<file path="src/rtl/sdram_arbiter_if.sv">
// rtl/sdram_arbiter_if.sv - sequencer-side and pin-side signals of the SDRAM command arbiter
interface sdram_arbiter_if #(
    parameter int ADDR_W = 13,
    parameter int BA_W   = 2,
    parameter int DQ_W   = 24
);
    logic              init_end;
    logic [3:0]        init_cmd;
    logic [ADDR_W-1:0] init_addr;

    logic              ref_req;
    logic              flag_ref_end;
    logic [3:0]        ref_cmd;
    logic [ADDR_W-1:0] ref_addr;
    logic              ref_en;

    logic              wr_req;
    logic              flag_wr_end;
    logic [3:0]        wr_cmd;
    logic [ADDR_W-1:0] wr_addr;
    logic [BA_W-1:0]   wr_bank;
    logic [DQ_W-1:0]   wr_data;
    logic              wr_dq_oe;
    logic              wr_en;

    logic              rd_req;
    logic              flag_rd_end;
    logic [3:0]        rd_cmd;
    logic [ADDR_W-1:0] rd_addr;
    logic [BA_W-1:0]   rd_bank;
    logic              rd_en;

    logic              sdram_cke;
    logic [3:0]        sdram_cmd;
    logic [ADDR_W-1:0] sdram_addr;
    logic [BA_W-1:0]   sdram_bank;
    logic [DQ_W-1:0]   sdram_dq_out;
    logic              sdram_dq_oe;

    modport slave (
        input  init_end, init_cmd, init_addr,
        input  ref_req, flag_ref_end, ref_cmd, ref_addr,
        output ref_en,
        input  wr_req, flag_wr_end, wr_cmd, wr_addr, wr_bank, wr_data, wr_dq_oe,
        output wr_en,
        input  rd_req, flag_rd_end, rd_cmd, rd_addr, rd_bank,
        output rd_en,
        output sdram_cke, sdram_cmd, sdram_addr, sdram_bank, sdram_dq_out, sdram_dq_oe
    );

    modport master (
        output init_end, init_cmd, init_addr,
        output ref_req, flag_ref_end, ref_cmd, ref_addr,
        input  ref_en,
        output wr_req, flag_wr_end, wr_cmd, wr_addr, wr_bank, wr_data, wr_dq_oe,
        input  wr_en,
        output rd_req, flag_rd_end, rd_cmd, rd_addr, rd_bank,
        input  rd_en,
        input  sdram_cke, sdram_cmd, sdram_addr, sdram_bank, sdram_dq_out, sdram_dq_oe
    );
endinterface

</file>
<file path="src/rtl/sdram_arbiter.sv">
// rtl/sdram_arbiter.sv - shares the SDRAM command bus between init, refresh, write and read sequencers
module sdram_arbiter #(
    parameter int         ADDR_W  = 13,
    parameter int         BA_W    = 2,
    parameter int         DQ_W    = 24,
    parameter logic [3:0] CMD_NOP = 4'b0111
) (
    input  logic            sclk,
    input  logic            s_rst,
    sdram_arbiter_if.slave  bus
);
    typedef enum logic [4:0] {
        S_INIT  = 5'b00001,
        S_ARBIT = 5'b00010,
        S_AREF  = 5'b00100,
        S_WRITE = 5'b01000,
        S_READ  = 5'b10000
    } state_t;

    state_t r_state;
    state_t w_next_state;
    logic   r_last_wr;
    logic   w_next_last_wr;

    always_ff @(posedge sclk) begin
        if (s_rst) begin
            r_state   <= S_INIT;
            r_last_wr <= 1'b0;
        end else begin
            r_state   <= w_next_state;
            r_last_wr <= w_next_last_wr;
        end
    end

    // Refresh always wins; a write/read tie goes to whichever did not run last.
    always_comb begin
        w_next_state   = r_state;
        w_next_last_wr = r_last_wr;
        case (r_state)
            S_INIT: begin
                if (bus.init_end) w_next_state = S_ARBIT;
            end
            S_ARBIT: begin
                if (bus.ref_req)                    w_next_state = S_AREF;
                else if (bus.wr_req && bus.rd_req)  w_next_state = r_last_wr ? S_READ : S_WRITE;
                else if (bus.wr_req)                w_next_state = S_WRITE;
                else if (bus.rd_req)                w_next_state = S_READ;
            end
            S_AREF: begin
                if (bus.flag_ref_end) w_next_state = S_ARBIT;
            end
            S_WRITE: begin
                if (bus.flag_wr_end) begin
                    w_next_state   = S_ARBIT;
                    w_next_last_wr = 1'b1;
                end
            end
            S_READ: begin
                if (bus.flag_rd_end) begin
                    w_next_state   = S_ARBIT;
                    w_next_last_wr = 1'b0;
                end
            end
            default: w_next_state = S_INIT;
        endcase
    end

    // Pure decode of state so sequencer commands reach the pins in the same cycle.
    always_comb begin
        bus.ref_en       = 1'b0;
        bus.wr_en        = 1'b0;
        bus.rd_en        = 1'b0;
        bus.sdram_cke    = 1'b1;
        bus.sdram_cmd    = CMD_NOP;
        bus.sdram_addr   = {ADDR_W{1'b0}};
        bus.sdram_bank   = {BA_W{1'b0}};
        bus.sdram_dq_out = {DQ_W{1'b0}};
        bus.sdram_dq_oe  = 1'b0;
        if (!s_rst) begin
            case (r_state)
                S_INIT: begin
                    bus.sdram_cmd  = bus.init_cmd;
                    bus.sdram_addr = bus.init_addr;
                end
                S_AREF: begin
                    bus.ref_en     = 1'b1;
                    bus.sdram_cmd  = bus.ref_cmd;
                    bus.sdram_addr = bus.ref_addr;
                end
                S_WRITE: begin
                    bus.wr_en        = 1'b1;
                    bus.sdram_cmd    = bus.wr_cmd;
                    bus.sdram_addr   = bus.wr_addr;
                    bus.sdram_bank   = bus.wr_bank;
                    bus.sdram_dq_out = bus.wr_data;
                    bus.sdram_dq_oe  = bus.wr_dq_oe;
                end
                S_READ: begin
                    bus.rd_en      = 1'b1;
                    bus.sdram_cmd  = bus.rd_cmd;
                    bus.sdram_addr = bus.rd_addr;
                    bus.sdram_bank = bus.rd_bank;
                end
                default: ;
            endcase
        end
    end
endmodule

</file>
<file path="src/flat_wrapper.sv">
// flat-port wrapper written by rule: the top's interface ports become plain ports
module sdram_arbiter_flat 
#(
    parameter int         ADDR_W  = 13,
    parameter int         BA_W    = 2,
    parameter int         DQ_W    = 24,
    parameter logic [3:0] CMD_NOP = 4'b0111
)
  (sclk, s_rst, bus_init_end, bus_init_cmd, bus_init_addr, bus_ref_req, bus_flag_ref_end, bus_ref_cmd, bus_ref_addr, bus_ref_en, bus_wr_req, bus_flag_wr_end, bus_wr_cmd, bus_wr_addr, bus_wr_bank, bus_wr_data, bus_wr_dq_oe, bus_wr_en, bus_rd_req, bus_flag_rd_end, bus_rd_cmd, bus_rd_addr, bus_rd_bank, bus_rd_en, bus_sdram_cke, bus_sdram_cmd, bus_sdram_addr, bus_sdram_bank, bus_sdram_dq_out, bus_sdram_dq_oe);
  sdram_arbiter_if #(.ADDR_W(ADDR_W), .BA_W(BA_W), .DQ_W(DQ_W)) bus_i ();
  input  logic sclk;
  input  logic s_rst;
  input wire logic [$bits(bus_i.init_end)-1:0] bus_init_end;
  input wire logic [$bits(bus_i.init_cmd)-1:0] bus_init_cmd;
  input wire logic [$bits(bus_i.init_addr)-1:0] bus_init_addr;
  input wire logic [$bits(bus_i.ref_req)-1:0] bus_ref_req;
  input wire logic [$bits(bus_i.flag_ref_end)-1:0] bus_flag_ref_end;
  input wire logic [$bits(bus_i.ref_cmd)-1:0] bus_ref_cmd;
  input wire logic [$bits(bus_i.ref_addr)-1:0] bus_ref_addr;
  output wire logic [$bits(bus_i.ref_en)-1:0] bus_ref_en;
  input wire logic [$bits(bus_i.wr_req)-1:0] bus_wr_req;
  input wire logic [$bits(bus_i.flag_wr_end)-1:0] bus_flag_wr_end;
  input wire logic [$bits(bus_i.wr_cmd)-1:0] bus_wr_cmd;
  input wire logic [$bits(bus_i.wr_addr)-1:0] bus_wr_addr;
  input wire logic [$bits(bus_i.wr_bank)-1:0] bus_wr_bank;
  input wire logic [$bits(bus_i.wr_data)-1:0] bus_wr_data;
  input wire logic [$bits(bus_i.wr_dq_oe)-1:0] bus_wr_dq_oe;
  output wire logic [$bits(bus_i.wr_en)-1:0] bus_wr_en;
  input wire logic [$bits(bus_i.rd_req)-1:0] bus_rd_req;
  input wire logic [$bits(bus_i.flag_rd_end)-1:0] bus_flag_rd_end;
  input wire logic [$bits(bus_i.rd_cmd)-1:0] bus_rd_cmd;
  input wire logic [$bits(bus_i.rd_addr)-1:0] bus_rd_addr;
  input wire logic [$bits(bus_i.rd_bank)-1:0] bus_rd_bank;
  output wire logic [$bits(bus_i.rd_en)-1:0] bus_rd_en;
  output wire logic [$bits(bus_i.sdram_cke)-1:0] bus_sdram_cke;
  output wire logic [$bits(bus_i.sdram_cmd)-1:0] bus_sdram_cmd;
  output wire logic [$bits(bus_i.sdram_addr)-1:0] bus_sdram_addr;
  output wire logic [$bits(bus_i.sdram_bank)-1:0] bus_sdram_bank;
  output wire logic [$bits(bus_i.sdram_dq_out)-1:0] bus_sdram_dq_out;
  output wire logic [$bits(bus_i.sdram_dq_oe)-1:0] bus_sdram_dq_oe;
  assign bus_i.init_end = bus_init_end;
  assign bus_i.init_cmd = bus_init_cmd;
  assign bus_i.init_addr = bus_init_addr;
  assign bus_i.ref_req = bus_ref_req;
  assign bus_i.flag_ref_end = bus_flag_ref_end;
  assign bus_i.ref_cmd = bus_ref_cmd;
  assign bus_i.ref_addr = bus_ref_addr;
  assign bus_ref_en = bus_i.ref_en;
  assign bus_i.wr_req = bus_wr_req;
  assign bus_i.flag_wr_end = bus_flag_wr_end;
  assign bus_i.wr_cmd = bus_wr_cmd;
  assign bus_i.wr_addr = bus_wr_addr;
  assign bus_i.wr_bank = bus_wr_bank;
  assign bus_i.wr_data = bus_wr_data;
  assign bus_i.wr_dq_oe = bus_wr_dq_oe;
  assign bus_wr_en = bus_i.wr_en;
  assign bus_i.rd_req = bus_rd_req;
  assign bus_i.flag_rd_end = bus_flag_rd_end;
  assign bus_i.rd_cmd = bus_rd_cmd;
  assign bus_i.rd_addr = bus_rd_addr;
  assign bus_i.rd_bank = bus_rd_bank;
  assign bus_rd_en = bus_i.rd_en;
  assign bus_sdram_cke = bus_i.sdram_cke;
  assign bus_sdram_cmd = bus_i.sdram_cmd;
  assign bus_sdram_addr = bus_i.sdram_addr;
  assign bus_sdram_bank = bus_i.sdram_bank;
  assign bus_sdram_dq_out = bus_i.sdram_dq_out;
  assign bus_sdram_dq_oe = bus_i.sdram_dq_oe;
  sdram_arbiter #(.ADDR_W(ADDR_W), .BA_W(BA_W), .DQ_W(DQ_W), .CMD_NOP(CMD_NOP)) u_core (.sclk(sclk), .s_rst(s_rst), .bus(bus_i));
endmodule
</file>
<file path="config.mk">
export PLATFORM = sky130hd
export DESIGN_NAME = sdram_arbiter_flat
export DESIGN_NICKNAME = d
export VERILOG_FILES = /design/src/rtl/sdram_arbiter_if.sv /design/src/rtl/sdram_arbiter.sv /design/src/flat_wrapper.sv
export SDC_FILE = /design/constraint.sdc
export NUM_CORES = 1
export LEC_CHECK = 0
export BUFFER_PORTS_ARGS = -buffer_cell sky130_fd_sc_hd__buf_2
export CAP_MARGIN = 5
export CORE_AREA = 2 2 61 63
export DETAILED_ROUTE_END_ITERATION = 10
export DIE_AREA = 0 0 63 65
export GPL_TIMING_DRIVEN = 0
export HOLD_SLACK_MARGIN = 0.06
export PLACE_DENSITY = 0.87
export SYNTH_ARGS = -nofsm -noshare
export SYNTH_HDL_FRONTEND = slang
export SYNTH_SLANG_ARGS = --single-unit
</file>
<file path="constraint.sdc">
create_clock -name sclk -period 5.6 [get_ports sclk]
set_input_delay 0.84 -clock sclk [delete_from_list [all_inputs] [get_ports sclk]]
set_output_delay 0.84 -clock sclk [all_outputs]
set_load 0.01 [all_outputs]
</file>
==> tab_implementation.tex, run 1 <==
\begin{tabular}{lr}
\hline
Metric & Value \\
\hline
\multicolumn{2}{l}{\textbf{Logic synthesis}} \\
Synthesized area per cell & 7.56 um\^{}2 \\
Synth Warn \# & 0 \\
Net Count, Synth & 249 \\
Number of cells produced by synthesis & roughly 140 \\
Register area share after synthesis & 11.1\% \\
Portion of synthesized cell area occupied by the leading cell type & $\sim$24\% \\
Synth Cell Area & 1080 um\^{}2 \\
Number of unique standard cell types used by synthesis & 37 \\
Largest cells by area after synthesis & sky130\_fd\_sc\_hd\_\_a22oi\_1, sky130\_fd\_sc\_hd\_\_and2\_1, sky130\_fd\_sc\_hd\_\_dfxtp\_1, sky130\_fd\_sc\_hd\_\_a21oi\_1, sky130\_fd\_sc\_hd\_\_a21oi\_2 \\
Cell type with the highest aggregate area in the netlist & sky130\_fd\_sc\_hd\_\_a22oi\_1 \\
Post-synthesis register bit count & 6 \\
\multicolumn{2}{l}{\textbf{Floorplan}} \\
Core Rows & 22 \\
Area of the die & 4100 um\^{}2 \\
Chip Width & roughly 63 um \\
Number of top-level design ports & 154 \\
Effective utilization at floorplan & 30.9\% \\
Die height & between 60 and 70 um \\
Placeable core area & 3500 um\^{}2 \\
\multicolumn{2}{l}{\textbf{Cells and area}} \\
Most frequent cells in the layout & sky130\_fd\_sc\_hd\_\_buf\_2, sky130\_fd\_sc\_hd\_\_a22oi\_1, sky130\_fd\_sc\_hd\_\_and2\_1 \\
Layout cell share with drive strength beyond 1 & just under 60\% \\
Non-filler instance count after layout & 345 \\
Number of nets in the final layout & 405 \\
Fill cell instance count of the final layout & 366 \\
Most common cell after layout, fill and taps aside & sky130\_fd\_sc\_hd\_\_buf\_2 \\
Synthesis-to-finish area growth & 77.5\% \\
N\_diodes & 0 \\
Core occupancy in the finished layout & between 50\% and 60\% \\
\multicolumn{2}{l}{\textbf{Flow run}} \\
Count of max-cap constraint violations & 0 \\
\multicolumn{2}{l}{\textbf{Place}} \\
Number of I/O port buffers & about 150 \\
Placed wire-length estimate & 3610 um \\
Placement-stage worst setup slack & 2.77 ns \\
Cell Count Post-Placement & 342 \\
Routability congestion estimate & 0.846 \\
\multicolumn{2}{l}{\textbf{Timing}} \\
Fin worst setup slack & 2.60 ns \\
Final clock skew & around 0.0051 ns \\
Transition time at the pin with the least slew margin & 0.558 ns \\
Number of hold violations in the final report & 0 \\
TNS Setup & 0 ns \\
Unrepaired setup endpoints after global routing & false \\
Slew headroom & 62.7\% \\
Final critical delay including setup and external delays & around 3 ns \\
Count of final max-slew check failures & 0 \\
Count of final setup violators & 0 \\
FMAX & around 330 MHz \\
Final cycle utilization of the critical path & between 50 and 60\% \\
\multicolumn{2}{l}{\textbf{Global route}} \\
Pin count of the biggest net entering global routing & 11 \\
Antenna violations before repair & 0 \\
Total global-route track usage & 19.7\% \\
Most utilized layer in the global route result & met2 \\
Via count of the first global-routing pass & 1517 \\
Met1 GRT Util & 26.1\% \\
Global-route wire length before repair & 6730 um \\
GRT met3 Usage & 1.91\% \\
Overflow after GRT & 0 \\
Global-route met2 utilization & $\sim$34\% \\
\multicolumn{2}{l}{\textbf{Clock network}} \\
Clock root cell & sky130\_fd\_sc\_hd\_\_clkbuf\_4 \\
Post-CTS repair timing setup buffer count & 0 \\
TritonCTS Sinks & 6 \\
Max Root-Sink Buffers & 2 \\
Clock-pin slew on the worst setup and hold paths & roughly 0.050 ns \\
CTS tree & built \\
Insertion delay of the later-clocked pin in the worst-skew pair & 0.25 ns \\
Number of hold-repair buffers added at the cts stage & 0 \\
Post-CTS sizing & 0 \\
Num CTS Buffers & 3 \\
H-tree levels & 1 \\
\multicolumn{2}{l}{\textbf{Pwr}} \\
Total leakage power & 1.05 nW \\
Power density of the placed cells & between 200 and 250 nW/um\^{}2 \\
Peak VDD IR & 134 uV \\
\multicolumn{2}{l}{\textbf{Detailed routing}} \\
DRT Pass-1 Iters & 5 \\
DRC errors left & 0 \\
Via density per instance & between 4 and 5 \\
Total number of vias & 1654 \\
Count of routing violations after the opening detailed-route iteration & between 70 and 80 \\
Post-detailed-route count of antenna-violating nets & 0 \\
Routed Wire Length & 4340 um \\
WL/cell & roughly 13 um \\
\multicolumn{2}{l}{\textbf{Worst hold path}} \\
Worst min-delay path class & reg -> reg \\
\multicolumn{2}{l}{\textbf{Setup path}} \\
Crit path kind & reg -> out \\
CP Data Required Time & 4.76 ns \\
Crit path DAT & 2.16 ns \\
Crit path capture type & output pin \\
Top fanout value on the critical path & 10 \\
Startpoint type of the worst setup path & register \\
\multicolumn{2}{l}{\textbf{Status}} \\
Run status & completed \\
\hline
\end{tabular}
[cell usage after synthesis, drive strengths merged]
library cell  number
nand3b             3
o221ai             1
a211oi             1
nand2              3
o2111a             1
a22oi             35
nor3b              5
or3b               1
or4                1
nor2b              1
buf                6
a21oi             16
nor3               1
conb               1
dfxtp              6
o21bai             1
and3               3
o31ai              1
nor2               9
and2              25
o21ai              3
clkbuf             7
nand3              3
inv                3
a22o               2
o32a               1
or3                1
o211a              1
xor2               1
[flip-flops by register name, indices dropped and copies added (netlist names)]
signal,count
u_core.r_state,5
u_core.r_last_wr,1
[metal layers]
layer | routed length (um) | vias up
met5 | 0 | -
met3 | 246 | 6
met4 | 51 | 0
met2 | 2160 | 58
li1 | - | 851
met1 | 1880 | 739
[cell families (layout without fill, tap and decap cells)]
kind of cell | after synthesis | after routing | synth area share (%)
flops | 6 | 6 | 11.1
other cells | 1 | 1 | 0.347
xor+xnor | 1 | 1 | 0.810
buf+inv | 16 | 170 | 9.72
compound gates | 63 | 63 | 42.8
simple gates | 56 | 56 | 35.2
[area by class of cell]
| type | instances | area (um^2) | share of cell area, % |
|---|---|---|---|
| multi-input combinational | 121 | 856 | 44.6 |
| timing repair buffer | 151 | 756 | 39.4 |
| buffer | 13 | 93.8 | 4.89 |
| sequential | 6 | 120 | 6.26 |
| tap | 48 | 60.1 | 3.13 |
| clock buffer | 3 | 22.5 | 1.17 |
| inverter | 3 | 11.3 | 0.587 |
[worst paths after layout]
kind	from	endpoint	slack, ns	cells past startpoint
setup / recovery	u_core.r_state[4]$_SDFFE_PP0P_	bus_sdram_addr[5]	2.60	7
hold reg to reg	u_core.r_last_wr$_SDFFE_PP0P_	u_core.r_last_wr$_SDFFE_PP0P_	0.48	2
setup reg to reg	u_core.r_state[3]$_SDFFE_PP0P_	u_core.r_state[2]$_SDFFE_PP0P_	3.87	5
hold / removal	u_core.r_last_wr$_SDFFE_PP0P_	u_core.r_last_wr$_SDFFE_PP0P_	0.48	2
[power breakdown]
| group | switching (mW) | internal, mW |
|---|---|---|
| clock network | 0.0164 | 0.0243 |
| logic | 0.187 | 0.157 |
| registers | 0.0114 | 0.0526 |
[per-stage QoR]
stage          power [mW]  hold WS (ns)  instance area, um^2
3_5_place_dp        0.409         0.479                 1900
3_3_place_gp        0.402         0.471                 1900
5_1_grt             0.482         0.497                 1920
4_1_cts             0.451         0.486                 1920
6_report            0.448         0.478                 1920
2_1_floorplan       0.291         0.452                 1080
[worst max-delay path: stages, from the launching register on]
cell	delay, ns
sky130_fd_sc_hd__dfxtp_1	0.29
sky130_fd_sc_hd__clkbuf_2	0.20
sky130_fd_sc_hd__xor2_1	0.20
sky130_fd_sc_hd__o211a_1	0.24
sky130_fd_sc_hd__o21bai_1	0.46
sky130_fd_sc_hd__buf_4	0.30
sky130_fd_sc_hd__a21oi_1	0.07
sky130_fd_sc_hd__buf_2	0.15
(Power assumes the default switching activity.)
==> run 2, diff against run 1 <==
Settings changed: CORE_AREA 2 2 61 63 to 2 2 66 68, DIE_AREA 0 0 63 65 to 0 0 68 70, PLACE_DENSITY 0.87 to 0.79.
Clock period 5.6 ns to 2.6 ns, I/O delays scaled along.
==> tab_implementation.tex, run 2 (synthesized netlist as in run 1, its figures left out) <==
\begin{tabular}{lr}
\hline
Metric & Value \\
\hline
\multicolumn{2}{l}{\textbf{Cells and area}} \\
Fill cell instance count of the final layout & 442 \\
Most flops, register & u\_core.r\_state \\
N\_diodes & 0 \\
Max reg flops & 5 \\
Layout cell share with drive strength beyond 1 & 60.6\% \\
Synthesis-to-finish area growth & 80.6\% \\
Top flop regs & u\_core.r\_state x5, u\_core.r\_last\_wr x1 \\
Most frequent cells in the layout & sky130\_fd\_sc\_hd\_\_buf\_2, sky130\_fd\_sc\_hd\_\_a22oi\_1, sky130\_fd\_sc\_hd\_\_and2\_1 \\
Most common cell after layout, fill and taps aside & sky130\_fd\_sc\_hd\_\_buf\_2 \\
Number of nets in the final layout & 405 \\
Footprint of the flip-flops and latches & 123 um\^{}2 \\
Non-filler instance count after layout & roughly 350 \\
Cell area after layout & slightly below 2000 um\^{}2 \\
Footprint of the multi-input gates & between 800 and 900 um\^{}2 \\
\multicolumn{2}{l}{\textbf{Place}} \\
Routability congestion estimate & between 0.8 and 0.9 \\
Cell Count Post-Placement & between 300 and 400 \\
Placed wire-length estimate & 3790 um \\
Number of I/O port buffers & 151 \\
Placement-stage worst setup slack & 0.260 ns \\
Dpl cell area & $\sim$1900 um\^{}2 \\
\multicolumn{2}{l}{\textbf{Detailed routing}} \\
Routed Wire Length & around 4700 um \\
Via density per instance & 4.89 \\
DRT Pass-1 Iters & 4 \\
DRC errors left & 0 \\
Total number of vias & 1706 \\
Post-detailed-route count of antenna-violating nets & 0 \\
WL/cell & 13.4 um \\
Count of routing violations after the opening detailed-route iteration & 87 \\
\multicolumn{2}{l}{\textbf{Setup path}} \\
Crit path DAT & roughly 2.1 ns \\
Internal reg-to-reg setup slack & 0.90 ns \\
Crit Reg-Reg Startpoint & u\_core.r\_state[4]\$\_SDFFE\_PP0P\_ \\
Top fanout value on the critical path & 10 \\
Crit path kind & reg -> out \\
CP Data Required Time & about 2.2 ns \\
Cells on worst reg2reg path & 6 \\
Startpoint type of the worst setup path & register \\
Reg2reg end & u\_core.r\_state[1]\$\_SDFFE\_PP0P\_ \\
Crit path capture type & output pin \\
\multicolumn{2}{l}{\textbf{Floorplan}} \\
Area of the die & 4760 um\^{}2 \\
Core Rows & 24 \\
Chip Width & between 60 and 70 um \\
Effective utilization at floorplan & 26.1\% \\
Number of top-level design ports & 154 \\
Placeable core area & 4140 um\^{}2 \\
Die height & 70 um \\
\multicolumn{2}{l}{\textbf{Clock network}} \\
Insertion delay of the later-clocked pin in the worst-skew pair & between 0.2 and 0.25 ns \\
CTS tree & built \\
Max Root-Sink Buffers & 2 \\
Num CTS Buffers & 3 \\
Clock-pin slew on the worst setup and hold paths & 0.04 ns \\
Clock root cell & sky130\_fd\_sc\_hd\_\_clkbuf\_8 \\
H-tree levels & 1 \\
TritonCTS Sinks & 6 \\
Post-CTS repair timing setup buffer count & 0 \\
\multicolumn{2}{l}{\textbf{Worst hold path}} \\
Worst hold path endpoint & u\_core.r\_state[3]\$\_SDFFE\_PP0P\_ \\
Worst min-delay path class & in -> reg \\
Cell count of the worst hold path & 2 \\
Startpoint of the lowest-slack hold path & s\_rst \\
\multicolumn{2}{l}{\textbf{Timing}} \\
Final critical delay including setup and external delays & 2.46 ns \\
FMAX & 406 MHz \\
Unrepaired setup endpoints after global routing & false \\
Number of hold violations in the final report & 0 \\
Count of final max-slew check failures & 0 \\
Fin worst setup slack & between 0.1 and 0.15 ns \\
Transition time at the pin with the least slew margin & approximately 0.5 ns \\
Final cycle utilization of the critical path & 94.7\% \\
Slew headroom & roughly 66\% \\
Final clock skew & 0.000480 ns \\
Count of final setup violators & 0 \\
TNS Setup & 0 ns \\
\multicolumn{2}{l}{\textbf{Flow run}} \\
Count of max-cap constraint violations & 0 \\
\multicolumn{2}{l}{\textbf{Global route}} \\
Via count of the first global-routing pass & 1542 \\
Global-route wire length before repair & around 7000 um \\
Pin count of the biggest net entering global routing & 11 \\
Antenna violations before repair & 0 \\
Overflow after GRT & 0 \\
Total global-route track usage & 18.3\% \\
\multicolumn{2}{l}{\textbf{Pwr}} \\
Total leakage power & 1.06 nW \\
Peak VDD IR & 388 uV \\
Power density of the placed cells & 536 nW/um\^{}2 \\
Total power draw & 1.05 mW \\
\multicolumn{2}{l}{\textbf{Status}} \\
Run status & completed \\
\hline
\end{tabular}
run 2: cell counts in the layout (fill, tap and decap cells not counted):
No cell type changed its count.
run 2: area by class of cell:
| cell class | count | area share [%] |
|---|---|---|
| Clock buffer | 3 | 2.12 |
| Sequential cell | 6 | 6.28 |
| Inverter | 3 | 0.577 |
| Multi-Input combinational cell | 121 | 44.2 |
| Timing Repair Buffer | 151 | 38.7 |
| Tap cell | 52 | 3.33 |
| Buffer | 13 | 4.81 |
run 2: worst max-delay path by stage:
stage / start / end / cells after the start
2_1_floorplan: u_core.r_state[3]$_SDFFE_PP0P_ / bus_sdram_bank[0] / 4
5_1_grt: u_core.r_state[0]$_SDFFE_PP1P_ / bus_sdram_addr[10] / 6
3_5_place_dp: u_core.r_state[4]$_SDFFE_PP0P_ / bus_sdram_addr[2] / 7
3_3_place_gp: u_core.r_state[4]$_SDFFE_PP0P_ / bus_sdram_addr[5] / 7
6_report: u_core.r_state[1]$_SDFFE_PP0P_ / bus_sdram_addr[10] / 6
4_1_cts: u_core.r_state[4]$_SDFFE_PP0P_ / bus_sdram_addr[2] / 7
run 2: timing repair:
item | 4_1_cts | 5_1_grt
hold buffers | 0 | 0
setup endpoints to repair | 0 | 28
gates resized for setup | 0 | 4
hold endpoints to repair | 0 | 0
run 2: report_power, final:
part	internal (mW)	total (mW)	switching, mW
clock network	0.0999	0.145	0.0452
registers	0.117	0.143	0.0260
logic	0.341	0.757	0.416
total	0.558	1.05	0.488
run 2: metal layers:
layer | share of wire, % | GRT usage (%)
met4 | 2.1 | 7.33
met5 | 0 | 0
met1 | 41 | 23.8
met3 | 6.6 | 2.74
met2 | 50 | 29.4
run 2: through the flow:
stage,utilization (%),hold slack (ns)
after floorplan,-,0.452
final,47.1,0.404
after CTS,46.9,0.404
after detailed placement,45.9,0.480
after global routing,47.1,0.421
after global placement,45.9,0.471
run 2: worst max-delay path, stage by stage (launching register included):
cell	delay, ns
sky130_fd_sc_hd__dfxtp_2	0.33
sky130_fd_sc_hd__or3_4	0.42
sky130_fd_sc_hd__nor3b_4	0.48
sky130_fd_sc_hd__buf_6	0.21
sky130_fd_sc_hd__a22oi_1	0.11
sky130_fd_sc_hd__a21oi_2	0.15
sky130_fd_sc_hd__buf_2	0.14
